--- src/rtl/uart_tx_arbiter_pkg.sv ---
// Shared types for the uart_tx arbiter.
//   txa_state_e : sequencer states (IDLE waits for data and an idle uart,
//                 LAUNCH holds tx_en until the uart takes the byte,
//                 DRAIN waits for the uart to finish the frame)
//   rr_sel_e    : identity of the requester that won the last push
package uart_tx_arbiter_pkg;

    typedef enum logic [1:0] {
        TXA_IDLE   = 2'd0,
        TXA_LAUNCH = 2'd1,
        TXA_DRAIN  = 2'd2
    } txa_state_e;

    typedef enum logic {
        RR_A = 1'b0,
        RR_B = 1'b1
    } rr_sel_e;

endpackage

--- src/rtl/uart_tx_arbiter_fifo.sv ---
// sync_fifo_8: circular byte FIFO with a combinationally readable head.
// Ports:
//   clk, rst     system clock, synchronous active-high reset
//   push, din    write din at the tail (caller guarantees room or a same-cycle pop)
//   pop, dout    dout is the current head; pop advances past it
//   flush        empties the FIFO (pointers and count to zero)
//   count        number of stored bytes, 0..DEPTH
module sync_fifo_8
    import uart_tx_arbiter_pkg::*;
#(
    parameter int DEPTH = 8,
    parameter int AW    = 3
) (
    input  logic          clk,
    input  logic          rst,
    input  logic          push,
    input  logic          pop,
    input  logic          flush,
    input  logic [7:0]    din,
    output logic [7:0]    dout,
    output logic [AW:0]   count
);

    logic [7:0]    mem_q [DEPTH];
    logic [AW-1:0] wr_ptr_q;
    logic [AW-1:0] rd_ptr_q;
    logic [AW:0]   count_q;

    // Pointers wrap naturally because DEPTH is a power of two.
    always_ff @(posedge clk) begin
        if (rst || flush) begin
            wr_ptr_q <= '0;
            rd_ptr_q <= '0;
            count_q  <= '0;
        end else begin
            if (push) wr_ptr_q <= wr_ptr_q + 1'b1;
            if (pop)  rd_ptr_q <= rd_ptr_q + 1'b1;
            case ({push, pop})
                2'b10:   count_q <= count_q + 1'b1;
                2'b01:   count_q <= count_q - 1'b1;
                default: count_q <= count_q;
            endcase
        end
    end

    // Storage is data only; it needs no reset.
    always_ff @(posedge clk) begin
        if (push) mem_q[wr_ptr_q] <= din;
    end

    assign dout  = mem_q[rd_ptr_q];
    assign count = count_q;

endmodule

--- src/rtl/uart_tx_arbiter.sv ---
// uart_tx_arbiter: shares one uart_tx between requester A (CPU stores) and
// requester B (debug/trace). Requests are granted round-robin into a FIFO and
// a sequencer drains the FIFO through the uart tx_byte/tx_en/tx_ready handshake.
// Ports:
//   clk, rst             system clock, synchronous active-high reset
//   a_valid/a_byte       requester A offer;  a_ready = accepted this cycle
//   b_valid/b_byte       requester B offer;  b_ready = accepted this cycle
//   flush                discard all queued bytes (in-flight byte still completes)
//   tx_ready             uart idle
//   tx_en/tx_byte        uart start strobe / byte, tx_byte stable for the frame
//   fifo_count           queued bytes, 0..DEPTH
//   busy                 FIFO non-empty or sequencer not idle
module uart_tx_arbiter
    import uart_tx_arbiter_pkg::*;
#(
    parameter int DEPTH = 8,
    parameter int AW    = 3
) (
    input  logic          clk,
    input  logic          rst,
    input  logic          a_valid,
    input  logic [7:0]    a_byte,
    output logic          a_ready,
    input  logic          b_valid,
    input  logic [7:0]    b_byte,
    output logic          b_ready,
    input  logic          flush,
    input  logic          tx_ready,
    output logic          tx_en,
    output logic [7:0]    tx_byte,
    output logic [AW:0]   fifo_count,
    output logic          busy
);

    localparam logic [AW:0] DEPTH_CNT = DEPTH[AW:0];

    txa_state_e  state_q, state_d;
    logic        tx_en_q, tx_en_d;
    logic [7:0]  tx_byte_q, tx_byte_d;
    rr_sel_e     rr_last_q, rr_last_d;

    logic [AW:0] count;
    logic [7:0]  head;
    logic        pop;
    logic        room;
    logic        grant_a;
    logic        grant_b;
    logic        push;
    logic [7:0]  push_byte;

    // A pop is blocked by flush so a byte being discarded is never launched.
    assign pop  = !rst && !flush && (state_q == TXA_IDLE) && (count != '0) && tx_ready;

    // A full FIFO still accepts a byte when the head leaves in the same cycle.
    assign room = !rst && !flush && ((count < DEPTH_CNT) || pop);

    assign grant_a   = room && a_valid && (!b_valid || (rr_last_q == RR_B));
    assign grant_b   = room && b_valid && (!a_valid || (rr_last_q == RR_A));
    assign push      = grant_a || grant_b;
    assign push_byte = grant_a ? a_byte : b_byte;

    sync_fifo_8 #(
        .DEPTH (DEPTH),
        .AW    (AW)
    ) u_fifo (
        .clk   (clk),
        .rst   (rst),
        .push  (push),
        .pop   (pop),
        .flush (flush),
        .din   (push_byte),
        .dout  (head),
        .count (count)
    );

    always_comb begin
        rr_last_d = rr_last_q;
        if (grant_a)      rr_last_d = RR_A;
        else if (grant_b) rr_last_d = RR_B;
    end

    always_comb begin
        state_d   = state_q;
        tx_en_d   = tx_en_q;
        tx_byte_d = tx_byte_q;
        case (state_q)
            TXA_IDLE: begin
                tx_en_d = 1'b0;
                if (pop) begin
                    state_d   = TXA_LAUNCH;
                    tx_en_d   = 1'b1;
                    tx_byte_d = head;
                end
            end
            TXA_LAUNCH: begin
                tx_en_d = 1'b1;
                // tx_ready falling means the uart has latched the byte.
                if (!tx_ready) begin
                    state_d = TXA_DRAIN;
                    tx_en_d = 1'b0;
                end
            end
            TXA_DRAIN: begin
                tx_en_d = 1'b0;
                if (tx_ready) state_d = TXA_IDLE;
            end
            default: begin
                state_d = TXA_IDLE;
                tx_en_d = 1'b0;
            end
        endcase
    end

    always_ff @(posedge clk) begin
        if (rst) begin
            state_q   <= TXA_IDLE;
            tx_en_q   <= 1'b0;
            tx_byte_q <= 8'h00;
            rr_last_q <= RR_B;
        end else begin
            state_q   <= state_d;
            tx_en_q   <= tx_en_d;
            tx_byte_q <= tx_byte_d;
            rr_last_q <= rr_last_d;
        end
    end

    assign a_ready    = grant_a;
    assign b_ready    = grant_b;
    assign tx_en      = tx_en_q;
    assign tx_byte    = tx_byte_q;
    assign fifo_count = count;
    assign busy       = (count != '0) || (state_q != TXA_IDLE);

endmodule

--- config.mk ---
export PLATFORM = sky130hd
export DESIGN_NAME = uart_tx_arbiter
export DESIGN_NICKNAME = d
export VERILOG_FILES = /design/src/rtl/uart_tx_arbiter_pkg.sv /design/src/rtl/uart_tx_arbiter_fifo.sv /design/src/rtl/uart_tx_arbiter.sv
export SDC_FILE = /design/constraint.sdc
export NUM_CORES = 1
export LEC_CHECK = 0
export ABC_AREA = 1
export CORE_MARGIN = 2
export CORE_UTILIZATION = 35
export DETAILED_ROUTE_END_ITERATION = 8
export DONT_BUFFER_PORTS = 1
export GPL_TIMING_DRIVEN = 0
export PLACE_DENSITY_LB_ADDON = 0.12
export SLEW_MARGIN = 20
export SYNTH_ARGS = -nofsm -noshare
export SYNTH_HDL_FRONTEND = slang
export SYNTH_SLANG_ARGS = --single-unit
export TNS_END_PERCENT = 50
--- constraint.sdc ---
create_clock -name clk -period 2.4 [get_ports clk]
set_input_delay 0.48 -clock clk [delete_from_list [all_inputs] [get_ports clk]]
set_output_delay 0.48 -clock clk [all_outputs]
set_load 0.01 [all_outputs]
==> impl_metrics.toml, run 1 <==
[finish]
final_nets = 386
layout_common_cells = "edfxtp_1 (64), nor2_1 (62), nand2_1 (57)"
nFillCells = 1021
num_antenna_cells = 0
layout_commonest_cell = "edfxtp_1"
layout.area.seq_um2 = 2370
multi_input_area_um2 = 1200
fin_cells = 500
drive_gt1_share_pct = 14.3
area_growth_syn_to_layout_pct = 10.6

[sta]
skew_ns = 0.00594
setup_violations = 0
fin_crit_ns = 2.20
worst_hold_slack_ns = 0.202
post-route-period-util_pct = 91.6
hold_viol = 0
rsz0062_at_grt = "false"
slew_violations = 0
fmax_mhz = 455
relSlewSlack_pct = 47.1
worstMarginPinSlew_ns = 0.791

[worst_hold_path]
hold-path-endpoint = "state_q[1]"
min_delay_path_depth = 1
min_path_type = "input pin to flip-flop"
min-delay-start = "tx_ready"

[yosys]
synth-main-ff-cell = "edfxtp_1"
synthesis.nets = 373
netlist_area_um2 = 3700
async_flop_share_pct = 0
ys_seq_area_share_pct = 63.8
yosysWarnings = 0
avgSynthCellArea_um2 = 10.7
netlist_instances = 346
synth.distinct_cells = 32
synth_seq_cells = 86
synth_edf_count = 64

[global_route]
track_usage_pct = 15.4
grt_max_degree = 14
grt_pass1_vias = 2336
grt_pass1_wl_um = 13100
antenna_found_initial = 0
overflow = 0

[floorplan]
coreArea_um2 = 10300
dieWidth_um = 107
die_area_um2 = 11400
row_count = 37
die_h_um = 107
io_pins = 38
start_util_pct = 36.0

[worst_setup_path]
critPathCaptureType = "flip-flop"
crit_type = "flip-flop to flip-flop"
path_max_fanout = 5
crit_required_ns = 2.65
reg2reg_slack_ns = 0.20
r2r_start = "state_q[1]"
regToRegEndpoint = "u_fifo.count[2]"
startpoint_type = "flip-flop"
crit_arrival_ns = 2.44
rr_worst_depth = 15

[clock_network]
cts_inserted_buffers = 9
clkSinkCount = 86
clkTransAtPathRegs_ns = 0.08
cts.path.max_buffers = 2
cts_root_buffer = "clkbuf_8"
cts_hold_buf = 0
cts_tree = "yes"
htreeDepth = 3
insertion_delay_ns = 0.35

[placed_design]
io_buffer_count = 0
place_hpwl_um = 5710
place_congestion = 0.749
dpl.cell_count = 482

[power]
p_leak_uw = 0.00145
powerDensity_nw_per_um2 = 666
peakVddDrop_mv = 0.228

[routing]
vias = 2406
viasPerCell = 4.81
firstDrtPassIters = 4
wl_um = 8060
drt.antenna.violating_nets = 0
drtIter0Drc = 130
drc = 0
wl_per_cell_um = 16.1

[run_status]
status = "finished, final reports clean"

[job]
max-cap-violations = 0
## worst max-delay path by stage
stage	startpoint	slack, ns	endpoint	depth (start not counted)
final	state_q[1]	0.20	u_fifo.count[2]	15
after floorplan	rst	0.16	u_fifo.count[2]	14
after global routing	state_q[1]	0.02	u_fifo.count[3]	16
after CTS	u_fifo.count[0]	0.004	u_fifo.count[2]	14
after detailed placement	rst	-0.12	u_fifo.mem_q[7][2]	8
after global placement	rst	-0.07	u_fifo.mem_q[7][2]	8
## routing by layer
metal | vias to the layer above | wire (µm) | global-route usage [%] | share of wire, %
met5 | - | 0 | 0 | 0
met4 | 0 | 131 | 5.19 | 1.6
met3 | 10 | 412 | 3.59 | 5.1
met2 | 68 | 3350 | 21.8 | 42
met1 | 1113 | 4170 | 23.0 | 52
li1 | 1215 | - | - | -
## cell families after synthesis
kind of cell	count (synthesis)	share of synthesized area [%]
simple gates	150	18.3
flops	86	63.8
compound gates	68	10.5
buf+inv	32	4.43
xor+xnor	5	1.18
fa+ha+maj	5	1.69
## power breakdown
group	internal, µW	switching (µW)
Sequential	1620	10.6
Clock	469	485
Combinational	39.2	102
Total	2130	597
## final cells by class
class | count | area share, %
inverters | 17 | 1.56
clock buffers | 15 | 4.34
plain buffers | 15 | 2.44
clock inverters | 1 | 0.122
repair buffers | 2 | 0.367
flip-flops and latches | 86 | 57.8
well taps | 136 | 4.16
multi-input cells | 228 | 29.2
## per-stage QoR
step | setup TNS (ns) | cell area (µm²) | worst slack, ns | util (%) | total power [µW]
after global placement | -0.967 | 3870 | -0.0652 | 37.7 | 1800
after CTS | 0 | 4060 | 0.00356 | 39.5 | 2760
after detailed placement | -1.52 | 3870 | -0.120 | 37.7 | 1810
after floorplan | 0 | 3700 | 0.156 | - | 1770
after global routing | 0 | 4090 | 0.0185 | 39.8 | 2820
final | 0 | 4090 | 0.202 | 39.8 | 2730
## critical path: stages, from the launching register on
cell	delay (ns)
dfxtp_1	0.32
inv_1	0.05
nand2_1	0.08
nor2_2	0.16
nand3_4	0.12
nand2_4	0.14
nand3_4	0.11
nand2_4	0.11
inv_2	0.06
ha_2	0.20
xor2_2	0.17
ha_1	0.20
a21oi_2	0.11
xnor2_1	0.09
o21ai_1	0.12
inv_1	0.04
## synthesized netlist by cell type (4+ instances only)
cell type	n	share of area, %
o211ai_1	16	3.2
a21oi_1	13	1.8
o21ai_0	34	4.6
ha_1	5	1.7
nand3_1	14	1.9
xor2_1	4	0.95
dfxtp_1	22	12
buf_2	4	0.54
inv_1	14	1.4
edfxtp_1	64	52
buf_4	5	1.0
nor2_1	65	6.6
nand2_1	57	5.8
## sequential cells by signal, indices dropped and copies added (netlist names)
name and flops:
u_fifo.count 4, tx_byte 8, u_fifo.mem_q 64, u_fifo.wr_ptr_q 3
state_q 2, u_fifo.rd_ptr_q 3, rr_last_q 1, tx_en 1
## repair_timing
item,4_1_cts,5_1_grt
hold endpoints to repair,0,0
buffers inserted,0,2
endpoints found under the setup margin,9,34
resized for setup,2,8
pin swaps,0,3
No activity file was read; power rests on OpenSTA's default activity.
==> run 2: changes to the inputs <==
--- a/config.mk
+++ b/config.mk
@@ -7,11 +7,11 @@
 export LEC_CHECK = 0
 export ABC_AREA = 1
 export CORE_MARGIN = 2
-export CORE_UTILIZATION = 35
+export CORE_UTILIZATION = 45
 export DETAILED_ROUTE_END_ITERATION = 8
 export DONT_BUFFER_PORTS = 1
 export GPL_TIMING_DRIVEN = 0
-export PLACE_DENSITY_LB_ADDON = 0.12
+export PLACE_DENSITY = 0.65
 export SLEW_MARGIN = 20
 export SYNTH_ARGS = -nofsm -noshare
 export SYNTH_HDL_FRONTEND = slang
==> run 2 against run 1 <==
Compared with the run above:
- register-to-register slack lost 0.03 ns
- global-route usage grew 4.1 points
- clock skew grew 0.0038 ns
- clock power grew 18%
- via count grew 1.5%
- fmax shrank 1.5%
- die area shrank 21%
- worst setup slack lost 0.035 ns
- hold slack lost 0.018 ns
- design area shrank 0.67%
- first-iteration DRC count grew 52%
- critical path type unchanged
- largest power group unchanged
==> impl_metrics.toml, run 2 (synthesis gave the netlist of run 1 again) <==
[run_status]
status = "finished, final reports clean"

[sta]
setup_violations = 0
post-route-period-util_pct = 93.0
fmax_mhz = 448
skew_ns = 0.00976
relSlewSlack_pct = 39.6
worstMarginPinSlew_ns = 0.903
hold_viol = 0
fin_crit_ns = 2.23
slew_violations = 0

[routing]
wl_um = 7730
firstDrtPassIters = 4
drc = 0
vias = 2441
drt.antenna.violating_nets = 0
drtIter0Drc = 197
wl_per_cell_um = 16.6
viasPerCell = 5.23

[finish]
layout_commonest_cell = "nor2_1"
largest_reg_flops = 64
final_nets = 384
area_growth_syn_to_layout_pct = 9.87
fin_area_um2 = 4070
largest-register = "u_fifo.mem_q"
drive_gt1_share_pct = 13.5
layout_common_cells = "nor2_1 (65), edfxtp_1 (64), nand2_1 (57)"
num_antenna_cells = 0

[placed_design]
place_hpwl_um = 5360
place_congestion = 0.806
io_buffer_count = 0
dpl_cell_area_um2 = 3830

[clock_network]
htreeDepth = 3
cts_inserted_buffers = 9
clkTransAtPathRegs_ns = 0.09
cts_resized = 0
insertion_delay_ns = 0.36
cts_root_buffer = "clkbuf_8"
cts_tree = "yes"
cts.path.max_buffers = 2
cts_hold_buf = 0
clkSinkCount = 86
postCtsSetupBuffers = 0

[worst_setup_path]
slowest_delay_ns = 0.69
regToRegEndpoint = "u_fifo.mem_q[5][6]"
crit_chain = "nor2_2 > nand2_2 > nand3_4 > nand2_4 > nand3_4 > nand2_4 > nand2_2 > nor2_1"
startpoint_type = "flip-flop"
critPathCaptureType = "flip-flop"
path_max_fanout = 8
r2r_start = "u_fifo.count[1]"
critPathSlowestCell = "nor2_1"
crit_required_ns = 2.38
reg2reg_slack_ns = 0.17
crit_arrival_ns = 2.22
rr_worst_depth = 8
crit_type = "flip-flop to flip-flop"

[floorplan]
start_util_pct = 45.7
coreArea_um2 = 8090
dieWidth_um = 94.7
io_pins = 38
die_h_um = 94.7
die_area_um2 = 8970
row_count = 33

[worst_hold_path]
min-delay-start = "tx_ready"
hold-path-endpoint = "state_q[1]"
min_path_type = "input pin to flip-flop"
min_delay_path_depth = 1

[global_route]
overflow = 0
grt_pass1_vias = 2489
track_usage_pct = 19.5
antenna_found_initial = 0
grt_max_degree = 16
grt_pass1_wl_um = 12800

[power]
peakVddDrop_mv = 0.368
p_leak_uw = 0.00145
total_power_uw = 2900
powerDensity_nw_per_um2 = 712

[job]
max-cap-violations = 0
==> run 2: cell types whose count changed in the layout (fill, tap and decap cells not counted), sizes merged <==
| cell | before | now |
|---|---|---|
| bufinv | 0 | 2 |
| inv | 17 | 18 |
| clkinvlp | 0 | 3 |
| buf | 14 | 12 |
| clkbuf | 18 | 12 |
==> run 2: cell type report <==
cell class,count,area [µm²]
Inverter,17,63.8
Clock buffer,9,124
Buffer,15,100
Clock inverter,7,96.3
Fill cell,755,4030
Multi-Input combinational cell,228,1190
Tap cell,105,131
Sequential cell,86,2360
==> run 2: worst max-delay path by stage <==
stage / from / to / cells after the start
global route: state_q[1] / u_fifo.count[2] / 15
floorplan: rst / u_fifo.count[2] / 14
finish: u_fifo.count[1] / u_fifo.mem_q[5][6] / 8
global placement: rst / u_fifo.count[2] / 14
detailed placement: rst / u_fifo.mem_q[5][5] / 8
CTS: u_fifo.count[0] / u_fifo.mem_q[5][2] / 8
==> run 2: layer usage <==
| metal | share of wire [%] | wire (µm) | global-route usage (%) | vias to the layer above |
|---|---|---|---|---|
| met3 | 5.2 | 402 | 4.15 | 6 |
| li1 | - | - | - | 1210 |
| met2 | 47 | 3660 | 30.2 | 69 |
| met5 | 0 | 0 | 0 | - |
| met1 | 47 | 3600 | 26.5 | 1156 |
| met4 | 0.96 | 74 | 8.94 | 0 |
==> run 2: where the power goes <==
part / internal (µW) / switching [µW]
sequential: 1620 / 10.6
clock: 588 / 538
combinational: 38.6 / 98.5
total: 2250 / 647
==> run 2: worst max-delay path, delay by kind of cell, from the launching register on <==
kind          cells  cell delay, ns
simple gates      8            1.39
flops             1            0.46
==> run 2: metrics by stage <==
stage               hold slack, ns  worst slack, ns  std cells  setup TNS, ns  utilization (%)
floorplan                    0.455            0.156        346              0                -
global placement             0.482          0.00498        451              0             47.4
detailed placement           0.485          -0.0260        451         -0.221             47.4
CTS                          0.173           0.0700        467              0             50.1
global route                 0.158         -0.00345        467       -0.00345             50.2
finish                       0.185            0.167        467              0             50.2
==> variant 1: new RTL, flow settings as in run 2 <==
Take the reset off `tx_byte_q` and load it in a clocked block of its own.
--- a/src/rtl/uart_tx_arbiter.sv
+++ b/src/rtl/uart_tx_arbiter.sv
@@ -115,14 +115,16 @@
         if (rst) begin
             state_q   <= TXA_IDLE;
             tx_en_q   <= 1'b0;
-            tx_byte_q <= 8'h00;
             rr_last_q <= RR_B;
         end else begin
             state_q   <= state_d;
             tx_en_q   <= tx_en_d;
-            tx_byte_q <= tx_byte_d;
             rr_last_q <= rr_last_d;
         end
+    end
+
+    always_ff @(posedge clk) begin
+        tx_byte_q <= tx_byte_d;
     end
 
     assign a_ready    = grant_a;
Function: differs if rst is asserted again (counterexample within 4 cycles, from zero or initial values and one cycle with rst high); with rst held inactive, the same outputs for 10 cycles.
==> variant 1 against run 2 <==
- area after synthesis down 1.6%
- routed wire length is 5.6% lower
- count of clock-buffer cells in the layout rose by 3
- clock skew hardly changed
- design area decreased by 2.7%
- global-route usage shrank 1.6 points
- sequential cell count did not move
- total power decreased by 6.0%
- fmax up 3.5%
- worst setup slack improved by 0.076 ns
- largest power group unchanged
- critical endpoint is now u_fifo.count[2]
- sequential share of layout area grew 3.7 points
- critical path type unchanged
- largest cell class unchanged
- clock power decreased by 15%
- highest routed layer unchanged
==> variant 1: results (changes against run 2) <==
crit_path_end: "u_fifo.count[2]"
dp_cells: 431  # -4.4%
p_seq_share_pct: 60.5  # +4.1 points
place_hpwl_um: 5070  # -5.3%
wl_met2_um: 3620  # -1.1%
synth_nets: 356  # -4.6%
whs_endpoint: "tx_en"
yosys-top-cells-count: "edfxtp_1, nor2_1, nand2_1"
power_clock_w: 0.000957  # -15%
crit_slowest_cell: "dfxtp_2"
vias: 2331  # -4.5%
ff2ff_path_depth: 14  # +6
grt_use_total_pct: 17.9  # -1.6 points
wl_met1_um: 3190  # -11%
drt_iter0_drc: 96  # -51%
status: "complete, no violations"
p_leak_nw: 1.44  # -0.73%
peakVddDrop_mv: 0.249  # -32%
worst-r2r-setup-slack_ns: 0.24  # +0.08 ns
wl_um: 7300  # -5.6%
synth.distinct_cells: 31  # -3.1%
grt_pass1_wl_um: 11500  # -10%
nets: 367  # -4.4%
slew_headroom_pct: 44.9  # +5.3 points
synth-adder-area-share_pct: 1.72  # +0.028 points
arrival_ns: 2.40  # +0.18 ns
synth_xor_area_share_pct: 0.722  # -0.46 points
variant 1: cell types whose count changed after synthesis, moves of 4 or more:
cell and delta:
o211ai_1 -15, nand2_1 -9, a31oi_1 +8, dfxtp_1 -8
edfxtp_1 +8, nand3_1 -8, o22ai_1 +8, buf_4 -5
a21oi_1 -4, nor2_1 +4
variant 1: per-stage QoR:
stage | total power (W) | hold slack (ns) | cell area, sq um | worst slack [ns] | utilization [%]
2_1_floorplan | 0.00177 | 0.446 | 3640 | 0.334 | -
6_report | 0.00272 | 0.196 | 3960 | 0.243 | 50.9
3_3_place_gp | 0.00180 | 0.464 | 3770 | 0.114 | 48.5
4_1_cts | 0.00275 | 0.179 | 3950 | 0.110 | 50.9
3_5_place_dp | 0.00180 | 0.465 | 3770 | 0.0596 | 48.5
5_1_grt | 0.00281 | 0.179 | 3960 | 0.0157 | 50.9
variant 1: layer usage:
layer	up-vias	GRT usage [%]
met5	-	0
met2	53	30.3
li1	1163	-
met3	10	3.53
met4	0	7.97
met1	1105	22.4
variant 1: logic make-up after synthesis:
| logic type | after synthesis |
|---|---|
| buffers and inverters | 31 |
| flip-flops | 86 |
| AND/OR/NAND/NOR | 138 |
| adder cells (fa/ha/maj) | 5 |
| XOR/XNOR | 3 |
| AO/OA/AOI/OAI | 66 |
variant 1: layout make-up:
class	instances	area, sq um
fillers	703	3810
clock buffers	12	135
inverters	21	78.8
flip-flops and latches	86	2450
clock inverters	4	47.5
multi-input cells	212	1080
plain buffers	10	43.8
well taps	102	128
variant 1: repair_timing:
action / in CTS / in global routing
resized for setup: 0 / 4
buffers inserted: 0 / 0
setup endpoints to repair: 0 / 1
==> variant 2: new RTL, flow settings as in run 2 <==
Without the edit above. `DEPTH` is set to 8 in 2 places; all go to 4.
--- a/src/rtl/uart_tx_arbiter_fifo.sv
+++ b/src/rtl/uart_tx_arbiter_fifo.sv
@@ -8,7 +8,7 @@
 module sync_fifo_8
     import uart_tx_arbiter_pkg::*;
 #(
-    parameter int DEPTH = 8,
+    parameter int DEPTH = 4,
     parameter int AW    = 3
 ) (
     input  logic          clk,
--- a/src/rtl/uart_tx_arbiter.sv
+++ b/src/rtl/uart_tx_arbiter.sv
@@ -13,7 +13,7 @@
 module uart_tx_arbiter
     import uart_tx_arbiter_pkg::*;
 #(
-    parameter int DEPTH = 8,
+    parameter int DEPTH = 4,
     parameter int AW    = 3
 ) (
     input  logic          clk,
Behaviour: not the same (Yosys sat finds a counterexample within 10 cycles, from zero or initial values and one cycle with rst high).
==> variant 2 against run 2 <==
- fmax is 2.3% higher
- clock power is 46% lower
- design area is 36% lower
- area after synthesis is 36% lower
- sequential cell count is 34 lower
- total power is 40% lower
- worst setup slack better by 0.051 ns
- routed wire length is 41% lower
- count of clock-buffer cells in the layout is 3 lower
- critical path type unchanged
==> variant 2: results (changes against run 2) <==
status: "complete, no violations"
p_sw_share_pct: 22.9  # +0.53 points
p_leak_nw: 1.03  # -29%
largest_register_ff_count: 32  # -50%
avgViaCountPerCell: 4.87  # -6.9%
drive_gt1_share_pct: 13.6  # +0.083 points
place.gp.congestion: 0.724  # -10%
syn_area_per_cell_sq_um: 9.56  # -11%
hp-start: "rst"
slew_headroom_pct: 46.1  # +6.6 points
h-tree-depth: 2  # -1
yosys-top-cells-count: "nor2_1, nand2_1, edfxtp_1"
finalSetupViolCount: 0  # unchanged
synth_nets: 279  # -25%
drt_iter0_drc: 95  # -52%
dp_cells: 319  # -29%
vias: 1591  # -35%
cpPeakStageDelay_ns: 0.43  # -0.26 ns
crit_slowest_cell: "dfxtp_1"
routedWlPerCell_um: 14.0  # -15%
synth_edf_count: 32  # -50%
nets: 286  # -26%
cp_max_fo: 10  # +2
arrival_ns: 2.38  # +0.16 ns
cts_made_buffers: 5  # -4
post_dp_cell_area_sq_um: 2470  # -36%
clock_skew_ns: 0.00736  # -0.00240 ns
grt_max_degree: 17  # +1
synth.top_cells.by_area: "edfxtp_1, dfxtp_1, nor2_1"
grt_use_total_pct: 17.3  # -2.2 points
fillers: 485  # -36%
synth.distinct_cells: 27  # -16%
[variant 2: repair_timing]
| item | 4_1_cts | 5_1_grt |
|---|---|---|
| hold buffers | 0 | 0 |
| setup endpoints to repair | 0 | 2 |
| hold endpoints to repair | 0 | 0 |
| gates resized for setup | 0 | 3 |
[variant 2: logic make-up after synthesis]
group           count (synthesis)  share of synthesized area, %
compound gates                 47                          10.5
xor+xnor                        4                          1.47
fa+ha+maj                       8                          4.52
buf+inv                        31                          6.15
flops                          52                          57.2
simple gates                  107                          20.1
[variant 2: critical path: cells and delay by family (launching register included)]
kind / cells / cell delay (ns)
flops: 1 / 0.43
fa+ha+maj: 2 / 0.63
xor+xnor: 1 / 0.14
buf+inv: 5 / 0.47
simple gates: 2 / 0.22
compound gates: 1 / 0.18
[variant 2: cell type report]
| cell class | instances | share of cell area [%] |
|---|---|---|
| Inverter | 24 | 3.49 |
| Tap cell | 70 | 3.39 |
| Multi-Input combinational cell | 166 | 33.8 |
| Clock inverter | 2 | 1.50 |
| Clock buffer | 6 | 2.81 |
| Buffer | 7 | 2.18 |
| Sequential cell | 52 | 52.8 |
[variant 2: routing by layer]
layer / routed length [um] / share of wire [%] / track usage (%) / vias up
met1: 2110 / 46 / 22.0 / 710
met2: 2160 / 47 / 28.4 / 46
met3: 245 / 5.3 / 4.35 / 8
li1: - / - / - / 827
met4: 77 / 1.7 / 6.55 / 0
met5: 0 / 0 / 0 / -
[variant 2: worst paths after layout]
kind / end / slack (ns) / cells after the start
hold / removal: tx_en / 0.23 / 1
setup reg to reg: u_fifo.count[2] / 0.22 / 11
setup / recovery: u_fifo.count[2] / 0.22 / 11
hold reg to reg: rr_last_q / 0.49 / 2
[variant 2: power by group through the flow]
stage                     combinational, W  sequential (W)  clock, W
after floorplan                  0.0000998         0.00101         0
after global placement            0.000125         0.00101         0
after detailed placement          0.000129         0.00101         0
after CTS                         0.000129        0.000991  0.000616
after global routing              0.000151        0.000994  0.000656
final                             0.000129        0.000991  0.000606
[variant 2: through the flow]
step | total power [W] | utilization, % | setup WS [ns]
2_1_floorplan | 0.00111 | - | 0.298
3_5_place_dp | 0.00114 | 48.3 | 0.00884
3_3_place_gp | 0.00114 | 48.3 | 0.0629
6_report | 0.00173 | 50.6 | 0.219
4_1_cts | 0.00174 | 50.5 | 0.119
5_1_grt | 0.00180 | 50.6 | 0.0333
